<file path="config.mk">
export PLATFORM = sky130hd
export DESIGN_NAME = mem_access_unit
export DESIGN_NICKNAME = d
export VERILOG_FILES = /design/src/rtl/mem_access_unit.sv
export SDC_FILE = /design/constraint.sdc
export NUM_CORES = 1
export LEC_CHECK = 0
export ABC_AREA = 0
export BUFFER_PORTS_ARGS = -buffer_cell sky130_fd_sc_hd__buf_2
export CORE_ASPECT_RATIO = 0.75
export CORE_MARGIN = 5
export CORE_UTILIZATION = 50
export DETAILED_ROUTE_END_ITERATION = 12
export GPL_ROUTABILITY_DRIVEN = 0
export HOLD_SLACK_MARGIN = 0.12
export PLACE_DENSITY = 0.79
export SLEW_MARGIN = 5
export SYNTH_ARGS = -nofsm -noshare
export SYNTH_HDL_FRONTEND = slang
export SYNTH_SLANG_ARGS = --single-unit
</file>
<file path="constraint.sdc">
create_clock -name clk -period 3.1 [get_ports clk]
set_input_delay 0.62 -clock clk [delete_from_list [all_inputs] [get_ports clk]]
set_output_delay 0.62 -clock clk [all_outputs]
set_load 0.05 [all_outputs]
</file>
<file path="src/rtl/mem_access_unit.sv">
// RV32I memory-access stage: aligns loads and stores onto a req/ready data port
// and presents exactly one result per instruction to the MEM/WB register.
module mem_access_unit #(
  parameter int TIMEOUT = 16
) (
  input  logic        clk,
  input  logic        rst_n,
  input  logic        valid_in,
  input  logic [31:0] alu_result_in,
  input  logic [31:0] store_data_in,
  input  logic [2:0]  funct3_in,
  input  logic [6:0]  opcode_in,
  input  logic [4:0]  rd_in,
  input  logic        store_reg_in,
  output logic        stall_out,
  output logic        dmem_req,
  output logic        dmem_we,
  output logic [31:0] dmem_addr,
  output logic [3:0]  dmem_be,
  output logic [31:0] dmem_wdata,
  input  logic        dmem_ready,
  input  logic [31:0] dmem_rdata,
  output logic        valid_out,
  output logic [31:0] data_out,
  output logic        store_reg_out,
  output logic [4:0]  rd_out,
  output logic [6:0]  opcode_out,
  output logic        fault_out
);
  localparam logic [6:0] OP_LOAD  = 7'b0000011;
  localparam logic [6:0] OP_STORE = 7'b0100011;
  localparam int         CW       = $clog2(TIMEOUT);
  localparam logic [CW-1:0] CNT_LAST = CW'(TIMEOUT - 1);

  typedef enum logic {IDLE, ACCESS} state_t;

  state_t        state;
  logic [CW-1:0] cnt;
  logic [29:0]   word_addr_q;
  logic [1:0]    lane_q;
  logic [2:0]    funct3_q;
  logic          we_q;
  logic [3:0]    be_q;
  logic [31:0]   wdata_q;
  logic          store_reg_q;
  logic [4:0]    rd_q;
  logic [6:0]    opcode_q;

  logic        is_mem, misalign, bad_f3, fault_acc;
  logic [3:0]  be_next;
  logic [31:0] wdata_next;
  logic [7:0]  lane_byte;
  logic [15:0] lane_half;
  logic [31:0] load_data;

  assign stall_out  = (state == ACCESS);
  assign dmem_req   = stall_out;
  assign dmem_we    = stall_out & we_q;
  assign dmem_addr  = stall_out ? {word_addr_q, 2'b00} : 32'h0;
  assign dmem_be    = stall_out ? be_q : 4'h0;
  assign dmem_wdata = stall_out ? wdata_q : 32'h0;

  // Accept-time decode: alignment / funct3 legality and store lane placement.
  always_comb begin
    // NOTE: every variable gets a default first so no path leaves one unassigned (no latch).
    is_mem     = (opcode_in == OP_LOAD) || (opcode_in == OP_STORE);
    misalign   = 1'b0;
    bad_f3     = 1'b0;
    be_next    = 4'h0;
    wdata_next = 32'h0;
    case (funct3_in[1:0])
      2'd1:    misalign = alu_result_in[0];
      2'd2:    misalign = |alu_result_in[1:0];
      default: misalign = 1'b0;
    endcase
    if (opcode_in == OP_STORE) begin
      bad_f3 = (funct3_in >= 3'd3);
      case (funct3_in[1:0])
        2'd0: begin
          be_next    = 4'b0001 << alu_result_in[1:0];
          wdata_next = {4{store_data_in[7:0]}};
        end
        2'd1: begin
          be_next    = alu_result_in[1] ? 4'b1100 : 4'b0011;
          wdata_next = {2{store_data_in[15:0]}};
        end
        default: begin
          be_next    = 4'b1111;
          wdata_next = store_data_in;
        end
      endcase
    end else begin
      bad_f3 = (funct3_in == 3'd3) || (funct3_in == 3'd6) || (funct3_in == 3'd7);
    end
  end

  assign fault_acc = is_mem && (misalign || bad_f3);

  always_comb begin
    lane_byte = dmem_rdata[{lane_q, 3'b000} +: 8];
    lane_half = dmem_rdata[{lane_q[1], 4'b0000} +: 16];
    case (funct3_q)
      3'd0:    load_data = {{24{lane_byte[7]}}, lane_byte};
      3'd1:    load_data = {{16{lane_half[15]}}, lane_half};
      3'd4:    load_data = {24'h0, lane_byte};
      3'd5:    load_data = {16'h0, lane_half};
      default: load_data = dmem_rdata;
    endcase
  end

  // NOTE: state and registered outputs use non-blocking assignments so every flop samples pre-edge values.
  always_ff @(posedge clk or negedge rst_n) begin
    if (!rst_n) begin
      state         <= IDLE;
      cnt           <= '0;
      word_addr_q   <= '0;
      lane_q        <= '0;
      funct3_q      <= '0;
      we_q          <= 1'b0;
      be_q          <= '0;
      wdata_q       <= '0;
      store_reg_q   <= 1'b0;
      rd_q          <= '0;
      opcode_q      <= '0;
      valid_out     <= 1'b0;
      data_out      <= '0;
      store_reg_out <= 1'b0;
      rd_out        <= '0;
      opcode_out    <= '0;
      fault_out     <= 1'b0;
    end else begin
      valid_out     <= 1'b0;
      store_reg_out <= 1'b0;
      fault_out     <= 1'b0;
      case (state)
        IDLE: begin
          if (valid_in) begin
            if (!is_mem) begin
              valid_out     <= 1'b1;
              data_out      <= alu_result_in;
              store_reg_out <= store_reg_in;
              rd_out        <= rd_in;
              opcode_out    <= opcode_in;
            end else if (fault_acc) begin
              valid_out  <= 1'b1;
              fault_out  <= 1'b1;
              data_out   <= '0;
              rd_out     <= rd_in;
              opcode_out <= opcode_in;
            end else begin
              state       <= ACCESS;
              cnt         <= '0;
              word_addr_q <= alu_result_in[31:2];
              lane_q      <= alu_result_in[1:0];
              funct3_q    <= funct3_in;
              we_q        <= (opcode_in == OP_STORE);
              be_q        <= be_next;
              wdata_q     <= wdata_next;
              store_reg_q <= store_reg_in;
              rd_q        <= rd_in;
              opcode_q    <= opcode_in;
            end
          end
        end
        ACCESS: begin
          // A ready on the final counted cycle still completes normally.
          if (dmem_ready) begin
            state         <= IDLE;
            valid_out     <= 1'b1;
            data_out      <= we_q ? 32'h0 : load_data;
            store_reg_out <= !we_q && store_reg_q;
            rd_out        <= rd_q;
            opcode_out    <= opcode_q;
          end else if (cnt == CNT_LAST) begin
            state      <= IDLE;
            valid_out  <= 1'b1;
            fault_out  <= 1'b1;
            data_out   <= '0;
            rd_out     <= rd_q;
            opcode_out <= opcode_q;
          end else begin
            cnt <= cnt + 1'b1;
          end
        end
        default: state <= IDLE;
      endcase
    end
  end

endmodule

</file>
* Yosys cells after proc, flatten, opt, wreduce, memory -nomap -nowiden *
Index checks and enable logic that the tools add are counted.

word-level totals
  bits in registers = 137
  input port bits = 116
  word-level logic and storage cells = 112

cells by class
  $add $sub $neg = 1
  magnitude comparators = 1
  equality and inequality tests = 18
  shift operators = 3
  mux-type cells = 56
  bitwise gates (word level) = 3
  reduce and logical (&&, ||, !) cells = 13

operators by type and width
  cell                                              count
  two-way mux 32 bit                                9
  one-hot mux 32 bit (2 select lines)               2
  one-hot mux 32 bit (4 select lines)               1
  two-way mux 7 bit                                 5
  two-way mux 4 bit                                 8
  indexed part select 32 x 6 -> 16 bit              1
  indexed part select 32 x 6 -> 8 bit               1
  two-way mux 5 bit                                 5
  two-way mux 1 bit                                 17
  one-hot mux 4 bit (2 select lines)                2
  one-hot mux 7 bit (2 select lines)                1
  == test 3 bit (second input constant)             4
  != test 2 bit (second input constant)             5
  one-hot mux 1 bit (2 select lines)                5
  one-hot mux 5 bit (2 select lines)                1
  == test 7 x 2 -> 1 bit (second input constant)    1
  == test 7 x 6 -> 1 bit (second input constant)    1
  AND reduction 5 bit                               1
  adder 4 x 1 -> 4 bit (second input constant)      1
  == test 4 bit (second input constant)             1
  logical OR 1 bit                                  4
  AND reduction 4 bit                               1
  << shifter 1 x 2 -> 4 bit (first input constant)  1
  == test 3 x 1 -> 1 bit (second input constant)    1
  other kinds (14)                                  16

* Logic depth before layout (Yosys ltp) *
Gate-level depths: netlist of run 1.

  depth after elaboration = 10
  depth in mapped cells = 10

* Least setup slack after synthesis of run 1 *
No wires, ideal clock.

  path type = flip-flop to output port
  from = register state (netlist: dmem_req)
  to = output dmem_addr[10]
  arrival = 2.208 ns
  required time = 2.480 ns
  slack = 0.272 ns
  stages on the path, launching flop included = 6
  path buffers = 4
  cell sequence = dfrtp_1 > clkbuf_1 > clkbuf_1 > clkbuf_1 > clkbuf_1 > and2_1

between the ends
  word-level cells in the longest chain between the ends = 1

RTL lines
  element                 RTL line  source
  start, declared         37        state_t state;
  start signal, assigned  114       state <= IDLE;
  start signal, assigned  151       state <= ACCESS;
  start signal, assigned  168       state <= IDLE;
  two-way mux 32 bit      59        assign dmem_addr = stall_out ? {word_addr_q, 2'b00} : 32'h0;
  end, declared           18        output logic [31:0] dmem_addr,

No other way between the ends.

* Final worst setup path of run 1 *
  from = register state (netlist: dmem_req)
  to = output dmem_be[2]

between the ends
  word-level cells in the longest chain between the ends = 1

RTL lines
  element            RTL line  source
  two-way mux 4 bit  60        assign dmem_be = stall_out ? be_q : 4'h0;
  end, declared      19        output logic [3:0] dmem_be,

No other way between the ends.

==> summary.txt, run 1 <==
Finish
  • Fill cells: 1,119
  • Final #Nets: ~1,100
  • Layout cells sized above 1: 33.9%
  • Antenna diode count: 0
  • Finished Cell Area: approximately 9100 um2
  • Commonest non-fill, non-tap cells in the layout: buf_2, nand2_1, dfrtp_1, and2_1, mux2_2
  • Most common cell after layout, fill and taps aside: buf_2
  • Layout area overhead: 27.3%

Clock tree
  • Setup Fix Bufs, Post-CTS: 0
  • CTS tree: done
  • Clock sinks: between 100 and 150
  • PostCTS Resize Cnt: 0
  • Htree depth: 4
  • Post-CTS Hold Buffers: 0
  • Total CTS buffers: 17
  • Clk pin slew, worst setup/hold paths: ~0.060 ns
  • Clk buf depth: 2
  • Root Driver: clkbuf_16
  • Worst-Skew Late Latency: about 0.4 ns

Timing
  • RSZ-0062 raised after global routing: false
  • Final Critical Period: 2.48 ns
  • Worst-Margin Slew: 0.984 ns
  • Hold Vio Cnt, Final: 0
  • Final period utilization: ~80%
  • Fmax: 403 MHz
  • Final Max Slew Viols: 0
  • Slew margin rel.: between 30% and 40%
  • Final setup vio count: 0
  • Clk_skew: ~0.0076 ns
  • Setup TNS: 0 ns

GRT
  • Met1 Usage GRT: 36.8%
  • GRT Total Usage: about a quarter
  • Initial antenna violation count: 1
  • Largest net degree at the start of global routing: between 60 and 70
  • Gr busiest metal: met2
  • Met3 GRT Util: 6.75%
  • Vias in the first global route: 6,516
  • GR Util met2: between 30% and 40%
  • First-pass GRT wire length: about 34 mm
  • Remaining global-route overflow: 0

Pwr
  • Flop pwr share: between 30% and 40%
  • Psw: 1.49 mW
  • Static leakage: 4.80 nW
  • Comb pwr share: 17.0%
  • Internal power: ~3.7 mW
  • Clk pwr share: approximately 44%
  • Power density cells: between 500 and 600 nW/um2
  • Maximum VDD drop: 0.351 mV
  • Sw Ratio: approximately 29%

Detailed routing
  • Iteration-0 DRC Markers: 585
  • Via/cell ratio: between 5 and 6
  • ANT nets after route: 0
  • Routed WL per cell: 18.4 um
  • Post-route DRC violation count: 0
  • Total Wirelength: 21.8 mm
  • First-pass iteration count of the detailed router: 5
  • Vias: around 6,600

Placed design
  • Area post-placement: between 8000 and 9000 um2
  • HPWL after detailed placement: ~16 mm
  • Count of buffers from port buffering: approximately 230

Logic synthesis
  • Synth Cell Area: just over 7000 um2
  • Sequential area share after synthesis: 48.0%
  • Multiplexer area fraction after synthesis: under 10%
  • Post-Synth Adder-Cell Area: less than 1%
  • YS warnings: 0
  • Simple-Gate Fraction of Synth Area: 24.6%
  • Mean Syn Cell Area: about 9.1 um2
  • Compound-Gate Fraction of Synth Area: roughly an eighth
  • XOR/XNOR Fraction of Synth Area: 0%
  • EDFF count, synth: 0
  • Main combinational cell family by area after synthesis: simple AND/OR/NAND/NOR gates
  • Unique cell type count in the Yosys netlist: 43
  • Synth async-reset ratio: 100%
  • Syn Inst Count: 786
  • Post-synthesis register bit count: 137
  • Top_reg_cell synth: dfrtp_1

Die
  • I/O pin cnt: between 200 and 250
  • Initial core utilization: about 52%
  • Die width: about 150 um
  • Die Span Y: between 100 and 150 um
  • DIE AREA: ~17,000 um2
  • Core ar.: 13,800 um2
  • FP Rows: 37

Setup path
  • Setup CP Type: flip-flop to primary output
  • Startpoint types: flip-flop
  • CP peak stage delay: about 0.52 ns
  • WP buf/inv: 2
  • Kind of cell adding the most delay to the critical path: buffers and inverters
  • Worst-path cell chain: buf_4 -> and2_1 -> buf_2
  • CP endpoint kind: primary output
  • Req. time, crit path: around 2.5 ns
  • Worst path slowest cell: dfrtp_2
  • R2R cell count: 5
  • Crit. path cell count: 3
  • Arrival @ worst endpoint: 1.86 ns
  • Crit path max fanout: slightly above 50

Flow run
  • Max-Cap Viols: 0

Min path
  • Hold WC Path Type: input port to asynchronous set/reset pin

Status
  • Status: completed
synthesized netlist by cell type (all sizes together), types with 3 or more instances:
cell type / count / share of area (%)
or3: 7 / 0.61
ha: 5 / 0.88
and2: 73 / 6.4
mux2: 58 / 9.1
nor2b: 10 / 0.88
nor2: 45 / 2.4
a221o: 24 / 3.4
inv: 5 / 0.26
nand2: 220 / 12
a21boi: 3 / 0.32
buf: 21 / 2.0
nand2b: 4 / 0.35
a22o: 9 / 1.1
clkbuf: 37 / 1.9
a32o: 3 / 0.42
dfrtp: 137 / 48
nand3: 15 / 1.1
o31ai: 16 / 1.7
a21oi: 22 / 1.6
o21ai: 52 / 3.6
cell type report:
cell class	count	area, um2	area share (%)
multi-input cells	587	3440	37.9
inverters	5	18.8	0.206
repair buffers	248	1330	14.6
flip-flops and latches	137	3430	37.7
clock inverters	12	211	2.32
clock buffers	20	447	4.91
well taps	175	219	2.41
final timing paths:
kind	endpoint	startpoint	slack, ns
worst max-delay path	dmem_be[2]	dmem_req	0.62
min in group clk	rd_q[0]	rd_in[0]	0.43
max in group asynchronous	word_addr_q[16]	rst_n	2.05
worst min-delay path	opcode_q[6]	rst_n	0.18
worst max register to register	data_out[4]	funct3_q[0]	0.74
worst min register to register	be_q[1]	be_q[1]	0.46
state kept, by name (all words and copies together), names as in the netlist:
name and count:
rd_out 5, data_out 32, lane_q 2, we_q 1, word_addr_q 30, valid_out 1, store_reg_out 1, opcode_out 7
wdata_q 32, store_reg_q 1, be_q 4, dmem_req 1, cnt 4, rd_q 5, funct3_q 3, fault_out 1
opcode_q 7
worst register-to-register path: cells and delay by family (launching register included):
| kind | cells | cell delay [ns] |
|---|---|---|
| simple gates | 1 | 0.78 |
| mux | 1 | 0.28 |
| compound gates | 3 | 0.75 |
| flops | 1 | 0.45 |
layer usage:
metal	share of wire [%]	up-vias	wire, um
met5	0.060	-	13
met3	9.6	22	2090
li1	-	3081	-
met1	43	3187	9460
met2	46	339	9970
met4	1.1	2	236
power by group through the flow:
stage                     logic [mW]  registers [mW]  clock network, mW
after CTS                      0.878            2.02               2.29
after detailed placement       0.875            2.05                  0
after floorplan                0.341            2.25                  0
after global routing           0.948            2.04               2.38
final                          0.881            2.02               2.27
after global placement         0.862            2.04                  0
per-stage QoR:
step / hold slack (ns) / util [%] / power (mW) / setup slack [ns] / std cells
6_report: 0.184 / 65.7 / 5.17 / 0.616 / 1184
5_1_grt: 0.213 / 65.7 / 5.37 / 0.492 / 1184
4_1_cts: 0.200 / 65.7 / 5.19 / 0.588 / 1184
3_5_place_dp: 0.450 / 61.0 / 2.92 / 0.371 / 1152
3_3_place_gp: 0.444 / 61.0 / 2.91 / 0.460 / 1152
2_1_floorplan: 0.324 / - / 2.59 / 0.272 / 787
kinds of logic after synthesis:
| logic type | Yosys count |
|---|---|
| adders and majority gates | 5 |
| and+or+nand+nor | 386 |
| muxes | 58 |
| other | 1 |
| buffers and inverters | 63 |
| DFF | 137 |
| AOI/OAI and AO/OA | 136 |
Note: power is estimated with default switching activity, not from simulation.
==> run 2, diff against run 1 <==
Settings changed: ABC_AREA 0 to 1, CORE_UTILIZATION 50 to 48, PLACE_DENSITY 0.79 to 0.78.
Clock period 3.1 ns to 2.1 ns, I/O delays scaled along.
==> run 2 against run 1 <==
  * Die area rose by 14%
  * Sequential cell count unchanged
  * Power up 43%
  * Via count grew 24%
==> summary.txt, run 2 <==
Setup path
  • CP endpoint kind: primary output
  • CP peak stage delay: around 0.46 ns
  • Worst-path cell chain: buf_4 -> nand2_1 -> clkinvlp_4 -> buf_2
  • R2R cell count: 9
  • Startpoint types: flip-flop
  • Setup CP Type: flip-flop to primary output
  • Arrival @ worst endpoint: 1.62 ns
  • Worst path slowest cell: dfrtp_2
  • Crit path max fanout: 18
  • Req. time, crit path: ~1.7 ns

Detailed routing
  • Highest Signal Layer: met5
  • Met1 WL: 11.2 mm
  • Post-route DRC violation count: 0
  • ANT nets after route: 0
  • First-pass iteration count of the detailed router: 6
  • Via/cell ratio: 5.15
  • WL met2: between 10 and 15 mm
  • Vias: between 8,000 and 9,000
  • Iteration-0 DRC Markers: about 890
  • Met3 WL: between 2 and 3 mm
  • Routed WL per cell: roughly 16 um
  • Total Wirelength: approximately 25 mm

Timing
  • Worst-Margin Slew: approximately 0.53 ns
  • RSZ-0062 raised after global routing: false
  • Clk_skew: 0.00774 ns
  • Final period utilization: between 90% and 100%
  • Slew margin rel.: 64.6%
  • Setup TNS: 0 ns
  • Hold Vio Cnt, Final: 0
  • Fmax: between 400 and 500 MHz
  • Final Critical Period: ~2 ns
  • Final setup vio count: 0
  • Final Max Slew Viols: 0

Pwr
  • Static leakage: roughly 5.6 nW
  • Maximum VDD drop: ~0.55 mV
  • Power density cells: ~700 nW/um2
  • PnR Total Power: 7.39 mW

Logic synthesis
  • Sequential area share after synthesis: around 43%
  • Synth Cell Area: 7920 um2
  • Top_reg_cell synth: dfrtp_1
  • EDFF count, synth: 0
  • Mean Syn Cell Area: approximately 6.9 um2
  • Synth cell count leaders: nand2_1, dfrtp_1, inv_1
  • Yosys top cell area share: 43.3%
  • Biggest area consumer among synthesized cells: dfrtp_1
  • Unique cell type count in the Yosys netlist: 35
  • Post-synthesis register bit count: 137
  • Cell with the most instances after synthesis: nand2_1
  • Synth async-reset ratio: between 90% and 100%
  • Top cells by area, synth: dfrtp_1, nand2_1, inv_1
  • Syn Inst Count: approximately 1,200
  • YS warnings: 0

Placed design
  • Count of buffers from port buffering: between 200 and 250
  • HPWL after detailed placement: 18.1 mm

Clock tree
  • Total CTS buffers: 17
  • Clk buf depth: 2
  • Worst-Skew Late Latency: approximately 0.42 ns
  • CTS tree: done
  • Root Driver: clkbuf_16
  • Clk pin slew, worst setup/hold paths: around 0.06 ns
  • Clock sinks: about 140
  • Htree depth: 4

Finish
  • Fill cells: 1,430
  • Area of the multi-input gates: 3640 um2
  • Layout cells sized above 1: about 28%
  • Layout area overhead: 30.5%
  • Largest registers: data_out: 32 flops, wdata_q: 32 flops, word_addr_q: 30 flops
  • Most common cell after layout, fill and taps aside: nand2_1
  • FF+latch area: approximately 3400 um2
  • Final #Nets: 1,493
  • Commonest non-fill, non-tap cells in the layout: nand2_1, buf_2, dfrtp_1, nand3_1, clkinvlp_4

Status
  • Status: completed

Die
  • I/O pin cnt: roughly 230
  • Core ar.: approximately 16,000 um2
  • FP Rows: 40
  • Die Span Y: 121 um
  • Die width: approximately 160 um
  • DIE AREA: 19,200 um2
  • Initial core utilization: roughly half

Min path
  • WHS Path Cells: 3
  • Hold WC Path Type: input port to flip-flop

GRT
  • First-pass GRT wire length: slightly below 40 mm
  • Largest net degree at the start of global routing: 52
  • GRT Total Usage: around a quarter
  • Vias in the first global route: ~7,900
  • Initial antenna violation count: 2
  • Remaining global-route overflow: 0

Flow run
  • Max-Cap Viols: 0
## run 2: final cells by class
class                      count  area share [%]
antenna                        1          0.0242
clock buffer                  20            4.32
clock inverter                12            1.59
inverter                     120            6.54
multi-input combinational    826            35.2
sequential                   137            33.2
tap                          210            2.54
timing repair buffer         270            16.6
## run 2: what timing repair did
action,4_1_cts,5_1_grt
gates resized for setup,1,1
setup buffers,2,0
hold buffers,1,0
endpoints found under the setup margin,24,6
endpoints found under the hold margin,47,0
cloned,0,0
## run 2: layer usage
metal	global-route usage, %	up-vias
li1	-	4000
met1	38.5	3740
met2	38.1	428
met3	6.20	55
met4	8.31	2
met5	0	-
## run 2: where the power goes
group	switching (mW)	internal, mW	total [mW]
logic	0.945	0.383	1.33
registers	0.124	2.83	2.95
clock network	1.19	1.92	3.11
## run 2: worst paths after layout
check                             startpoint              end  slack [ns]
max reg2reg                           cnt[0]      data_out[6]        0.26
min in group asynchronous              rst_n   word_addr_q[8]        0.53
min reg2reg                      opcode_q[0]      opcode_q[0]        0.47
max                                 dmem_req    dmem_addr[23]        0.06
max in group asynchronous              rst_n      wdata_q[25]        0.98
min                        alu_result_in[21]  word_addr_q[19]        0.22
## run 2: cells by family after synthesis
kind of cell	Yosys count	synth area share (%)
xor+xnor	1	0.111
fa+ha+maj	5	0.790
simple gates	713	37.4
buf+inv	191	11.0
flops	137	43.3
other cells	1	0.0474
compound gates	105	7.35
## run 2: worst max-delay path: cells and delay by family, from the launching register on
| family | cells | cell delay (ns) |
|---|---|---|
| buffers and inverters | 3 | 0.59 |
| flip-flops | 1 | 0.46 |
| AND/OR/NAND/NOR | 1 | 0.14 |
## run 2: metrics by stage
step	area [um2]	worst slack (ns)	utilization (%)	instances	hold WS (ns)
after detailed placement	9680	0.0555	60.1	1560	0.406
after global routing	10300	0.00808	64.1	1596	0.220
after global placement	9680	0.116	60.1	1560	0.402
after floorplan	8150	0.0470	-	1154	0.124
after CTS	10300	0.0452	64.1	1595	0.203
final	10300	0.0625	64.1	1596	0.217
